<file path="config.mk">
export PLATFORM = sky130hd
export DESIGN_NAME = alu_mc
export DESIGN_NICKNAME = d
export VERILOG_FILES = /design/src/rtl/alu_mc.sv
export SDC_FILE = /design/constraint.sdc
export NUM_CORES = 1
export LEC_CHECK = 0
export CELL_PAD_IN_SITES_DETAIL_PLACEMENT = 2
export CELL_PAD_IN_SITES_GLOBAL_PLACEMENT = 2
export CORE_MARGIN = 3
export CORE_UTILIZATION = 42
export DETAILED_ROUTE_END_ITERATION = 10
export DONT_BUFFER_PORTS = 1
export GPL_TIMING_DRIVEN = 1
export PLACE_DENSITY_LB_ADDON = 0.1
export SLEW_MARGIN = 30
export SYNTH_ARGS = -nofsm -noshare
export SYNTH_HDL_FRONTEND = slang
export SYNTH_SLANG_ARGS = --single-unit
</file>
<file path="constraint.sdc">
create_clock -name clk -period 10.5 [get_ports clk]
set_input_delay 2.1 -clock clk [delete_from_list [all_inputs] [get_ports clk]]
set_output_delay 2.1 -clock clk [all_outputs]
set_load 0.01 [all_outputs]
</file>
<file path="src/rtl/alu_mc.sv">
// Multi-cycle ALU: single-cycle logic/arith/shift/compare ops plus iterative
// shift-add multiply and restoring divide behind a valid/ready handshake.
module alu_mc #(
    parameter int DATA_WIDTH    = 32,
    parameter int OPCODE_LENGTH = 4
) (
    input  logic                     clk,
    input  logic                     reset,
    input  logic                     in_valid,
    output logic                     in_ready,
    input  logic [DATA_WIDTH-1:0]    SrcA,
    input  logic [DATA_WIDTH-1:0]    SrcB,
    input  logic [OPCODE_LENGTH-1:0] Operation,
    output logic                     out_valid,
    input  logic                     out_ready,
    output logic [DATA_WIDTH-1:0]    ALUResult,
    output logic                     Busy
);
    localparam int W       = DATA_WIDTH;
    localparam int SHAMT_W = $clog2(DATA_WIDTH);
    localparam int CNT_W   = $clog2(DATA_WIDTH) + 1;

    localparam logic [1:0] S_IDLE = 2'd0;
    localparam logic [1:0] S_BUSY = 2'd1;
    localparam logic [1:0] S_DONE = 2'd2;

    localparam logic [OPCODE_LENGTH-1:0] OP_AND  = 4'b0000;
    localparam logic [OPCODE_LENGTH-1:0] OP_OR   = 4'b0001;
    localparam logic [OPCODE_LENGTH-1:0] OP_ADD  = 4'b0010;
    localparam logic [OPCODE_LENGTH-1:0] OP_SUB  = 4'b0011;
    localparam logic [OPCODE_LENGTH-1:0] OP_XOR  = 4'b0100;
    localparam logic [OPCODE_LENGTH-1:0] OP_SLL  = 4'b0101;
    localparam logic [OPCODE_LENGTH-1:0] OP_SLT  = 4'b0110;
    localparam logic [OPCODE_LENGTH-1:0] OP_SLTU = 4'b0111;
    localparam logic [OPCODE_LENGTH-1:0] OP_EQ   = 4'b1000;
    localparam logic [OPCODE_LENGTH-1:0] OP_SRL  = 4'b1001;
    localparam logic [OPCODE_LENGTH-1:0] OP_SRA  = 4'b1010;
    localparam logic [OPCODE_LENGTH-1:0] OP_NE   = 4'b1011;

    logic [1:0]       state_q, state_d;
    logic [1:0]       iop_q, iop_d;
    logic [W-1:0]     hi_q, hi_d;
    logic [W-1:0]     lo_q, lo_d;
    logic [W-1:0]     b_q, b_d;
    logic [CNT_W-1:0] cnt_q, cnt_d;
    logic [W-1:0]     result_q, result_d;

    function automatic logic [W-1:0] alu_single(input logic [OPCODE_LENGTH-1:0] op,
                                                input logic [W-1:0] a,
                                                input logic [W-1:0] b);
        logic [SHAMT_W-1:0] shamt;
        logic [W-1:0]       res;
        shamt = b[SHAMT_W-1:0];
        res   = '0;
        case (op)
            OP_AND:  res = a & b;
            OP_OR:   res = a | b;
            OP_ADD:  res = a + b;
            OP_SUB:  res = a - b;
            OP_XOR:  res = a ^ b;
            OP_SLL:  res = a << shamt;
            OP_SRL:  res = a >> shamt;
            OP_SRA:  res = $signed(a) >>> shamt;
            OP_SLT:  res = {{(W-1){1'b0}}, ($signed(a) < $signed(b))};
            OP_SLTU: res = {{(W-1){1'b0}}, (a < b)};
            OP_EQ:   res = {{(W-1){1'b0}}, (a == b)};
            OP_NE:   res = {{(W-1){1'b0}}, (a != b)};
            default: res = '0;
        endcase
        return res;
    endfunction

    // One shift-add multiply step: {hi,lo} holds the partial product, lo shifts the multiplier out.
    logic [W:0]   mul_sum;
    logic [W-1:0] mul_hi, mul_lo;
    // One restoring divide step: hi is the partial remainder, lo shifts dividend out / quotient in.
    logic [W:0]   div_shift;
    logic         div_ge;
    logic [W-1:0] div_hi, div_lo;
    logic [W-1:0] step_hi, step_lo;

    always_comb begin
        mul_sum   = {1'b0, hi_q} + (lo_q[0] ? {1'b0, b_q} : {(W+1){1'b0}});
        mul_hi    = mul_sum[W:1];
        mul_lo    = {mul_sum[0], lo_q[W-1:1]};
        div_shift = {hi_q, lo_q[W-1]};
        div_ge    = div_shift >= {1'b0, b_q};
        div_hi    = div_ge ? W'(div_shift - {1'b0, b_q}) : div_shift[W-1:0];
        div_lo    = {lo_q[W-2:0], div_ge};
        step_hi   = iop_q[1] ? div_hi : mul_hi;
        step_lo   = iop_q[1] ? div_lo : mul_lo;
    end

    always_comb begin
        state_d  = state_q;
        iop_d    = iop_q;
        hi_d     = hi_q;
        lo_d     = lo_q;
        b_d      = b_q;
        cnt_d    = cnt_q;
        result_d = result_q;
        case (state_q)
            S_IDLE: begin
                if (in_valid) begin
                    if (Operation[3:2] != 2'b11) begin
                        result_d = alu_single(Operation, SrcA, SrcB);
                        state_d  = S_DONE;
                    end else if (Operation[1] && (SrcB == '0)) begin
                        result_d = Operation[0] ? SrcA : '1;
                        state_d  = S_DONE;
                    end else begin
                        iop_d   = Operation[1:0];
                        lo_d    = SrcA;
                        b_d     = SrcB;
                        hi_d    = '0;
                        cnt_d   = CNT_W'(W);
                        state_d = S_BUSY;
                    end
                end
            end
            S_BUSY: begin
                hi_d  = step_hi;
                lo_d  = step_lo;
                cnt_d = cnt_q - 1'b1;
                if (cnt_q == CNT_W'(1)) begin
                    result_d = iop_q[0] ? step_hi : step_lo;
                    state_d  = S_DONE;
                end
            end
            S_DONE: begin
                if (out_ready) state_d = S_IDLE;
            end
            default: state_d = S_IDLE;
        endcase
    end

    always_ff @(posedge clk) begin
        if (reset) begin
            state_q  <= S_IDLE;
            iop_q    <= '0;
            hi_q     <= '0;
            lo_q     <= '0;
            b_q      <= '0;
            cnt_q    <= '0;
            result_q <= '0;
        end else begin
            state_q  <= state_d;
            iop_q    <= iop_d;
            hi_q     <= hi_d;
            lo_q     <= lo_d;
            b_q      <= b_d;
            cnt_q    <= cnt_d;
            result_q <= result_d;
        end
    end

    assign in_ready  = (state_q == S_IDLE);
    assign out_valid = (state_q == S_DONE);
    assign Busy      = (state_q == S_BUSY);
    assign ALUResult = result_q;
endmodule

</file>
==> impl_results.md <==
- Post-CTS Resized: 0
- Grt total ovfl: 0
- Ports: between 100 and 150
- Comb power frac: 0.420
- Initial drt markers: 2467
- Sw frac: 0.4354
- Total power: 2.103 mW
- Internal: 1.187 mW
- CTS tree: done
- DIE WIDTH: between 200 and 250 um
- # rows: a little under 80
- Max-slew violations: 0
- Root Driver: clkbuf_16
- EDFF count, synth: 0
- Worst min path class: reg2reg
- DIE AREA: slightly below 50000 um^2
- Slew margin rel.: 0.3124
- Leak: between 7 and 8 nW
- Initial antenna violation count: 3
- Layout cells sized above 1: 0.06895
- GRT Total Usage: 0.4226
- Reg2reg setup slack: about 5.9 ns
- Fin crit period: 5.563 ns
- Routed WL: 108200 um
- Crit path cell chain: inv_2, buf_4, ha_1, o21ai_0, o21ai_0, a211oi_1, nor2b_1, nor3b_1, a21oi_1, xnor2_1, a21oi_1, o31a_1, o22ai_1
- Min-Delay Endpoint: b_q[1]
- CP endpoint kind: flip-flop
- Hold path depth: 2
- Yosys Warn Count: 0
- Worst-Margin Slew: 1.031 ns
- CP Data Arrival Time: 5.95 ns
- Min Hold Slack: 0.4806 ns
- Initial core utilization: 0.4287
- Yosys top cell by area: dfxtp_1
- CP peak stage delay: 0.78 ns
- Post-DR wirelength/cell: between 30 and 40 um
- Die H: 221.9 um
- Ys flop type: dfxtp_1
- Setup crit start: SrcB[2]
- Crit Path Max Fanout: 65
- Async set or reset register ratio after synthesis: 0
- Clk pwr share: 0.295
- Cts bufs inserted: 17
- Layout fillers: roughly 5400
- HP Start: b_q[1]
- Final setup TNS: 0 ns
- Largest net degree at the start of global routing: roughly 140
- Via count: 22670
- Sequential share of power: 0.285
- Synthesized area per cell: 7.192 um^2
- H-Tree Depth: 4
- Critical Path Start Type: input port
- Post-Syn Instances: roughly 2700
- Yosys top cell area share: 0.1411
- WP buf/inv: 2
- Sequential share of the synthesized area: 0.1411
- Final setup violation count: 0
- GP Congestion: 1.014
- Clock-pin slew on the worst setup and hold paths: 0.07 ns
- Area contributors post-synth: dfxtp_1 14%, ha_1 11%, a21oi_1 6.2%, nor2_1 5.8%, mux4_2 5.5%
- Core Util, Final: 0.4425
- Drt pass-1 iters: 6
- Worst-case clock buffer depth: 2
- Post-route ant nets: 0
- #FFs+latches synth: 138
- CTS Hold Buffers Added: 0
- Maximum vdd drop: 0.1033 mV
- Postcts setup bufs: 0
- Number of global-route vias before repair: ~23000
- CTS sink count: 138
- Clk_skew: 0.01754 ns
- DRC viols: 0
- Mapped Area: 19580 um^2
- Vias per cell: 7.155
- Fin crit share: 0.5298
- WS Path Type: in2reg
- Sw power: 0.9155 mW
- Reg2Reg Depth: 13
- Post-layout net count: 2796
- CP delay by family, top: compound AO/OA/AOI/OAI gates
- Fmax: 179.8 MHz
- Worst skew pair latency: 0.47 ns
- Slowest CP cell: a211oi_1
- Final hold violation count: 0
- Global-route wire length before repair: 159200 um
- Port Buffers: 0
- Max Cap Viol: 0
- Syn_nets: 2965
- Required time of the critical path: ~11 ns
- Core Area: 45670 um^2
- Cell variety after synth: 92
- R2r startpoint: lo_q[0]
- RSZ-0062 raised after global routing: false
- Layout area overhead: 3.214%
- Status: completed
- DP Wirelength: 80930 um
- Reg2reg end: ALUResult[29]
- PD cells: 104.0 nW/um^2
-- cell usage after synthesis (34+ instances only) --
cell        n
nor2_1    305
nand2_1   268
a21oi_1   242
ha_1      166
o21ai_0   160
inv_1     140
dfxtp_1   138
clkbuf_1  136
mux2i_1    81
a211oi_1   65
nor3_1     61
xnor2_1    54
o211ai_1   52
nand3_1    51
and2_1     50
mux4_2     48
a21o_1     43
buf_2      43
a31oi_1    35
mux2_2     35
a22oi_1    34
-- power by group through the flow --
| stage | clock network [mW] | registers (mW) | logic [mW] |
|---|---|---|---|
| floorplan | 0 | 0.586 | 0.620 |
| CTS | 0.619 | 0.598 | 0.851 |
| global placement | 0 | 0.607 | 0.812 |
| finish | 0.620 | 0.599 | 0.883 |
| detailed placement | 0 | 0.609 | 0.840 |
| global route | 0.643 | 0.602 | 0.933 |
-- worst max-delay path by stage --
stage | slack [ns] | cells past startpoint | end
after floorplan | 5.10 | 16 | ALUResult[30]
after global placement | 4.79 | 13 | ALUResult[29]
after detailed placement | 4.66 | 13 | ALUResult[21]
after CTS | 5.09 | 13 | ALUResult[20]
after global routing | 4.66 | 13 | ALUResult[29]
final | 4.94 | 13 | ALUResult[15]
-- final cells by class --
class / count / area [um^2] / area share
repair buffers: 28 / 207.7 / 0.01028
diodes: 2 / 5.005 / 0.0002476
inverters: 146 / 548.0 / 0.02711
flip-flops and latches: 138 / 2766 / 0.1369
clock inverters: 14 / 138.9 / 0.006871
well taps: 600 / 750.7 / 0.03714
multi-input cells: 2223 / 15370 / 0.7602
clock buffers: 18 / 429.2 / 0.02123
-- kinds of logic after synthesis --
family / after synthesis / share of synthesized area
fa+ha+maj: 170 / 0.1102
flops: 138 / 0.1411
buf+inv: 362 / 0.07584
simple gates: 895 / 0.2086
xor+xnor: 78 / 0.03489
compound gates: 915 / 0.3121
mux: 165 / 0.1173
-- routing by layer --
metal  GRT usage  vias up  wire [um]
li1            -     9674          -
met1      0.5405    11630      44400
met2      0.6570     1091      47470
met3      0.1215      275      10490
met4      0.1971        0       5852
met5           0        -          0
-- registers in the layout, summed over array words and instances (netlist names) --
name       cells
ALUResult     32
b_q           32
hi_q          32
lo_q          32
cnt_q          6
iop_q          2
state_q        2
-- cell usage in the layout (no fill, tap or decap), drive strengths merged, types with 52 or more instances in the layout --
cell	n
nor2	305
o21ai	173
a21oi	242
dfxtp	138
o211ai	54
a211oi	66
nand2	268
ha	166
mux2i	81
nand3	52
xnor2	54
inv	148
nor3	61
-- worst register-to-register path, cell delays in order, from the launching register on --
cell,delay (ns)
dfxtp_1,0.35
and2_1,0.18
ha_1,0.25
fa_1,0.46
a21oi_1,0.28
o211ai_1,0.31
o211ai_1,0.62
nand3_1,0.28
a221oi_1,0.66
nor2_1,0.12
a31oi_1,0.37
xnor2_1,0.15
nor3_1,0.34
o31ai_1,0.14
-- through the flow --
stage | area (um^2) | std cells | worst slack [ns]
after floorplan | 19580 | 2723 | 5.101
after global placement | 19630 | 3134 | 4.789
after detailed placement | 19640 | 3135 | 4.665
after CTS | 20200 | 3167 | 5.093
after global routing | 20210 | 3167 | 4.658
final | 20210 | 3169 | 4.937
Note: power is estimated with default switching activity, not from simulation.
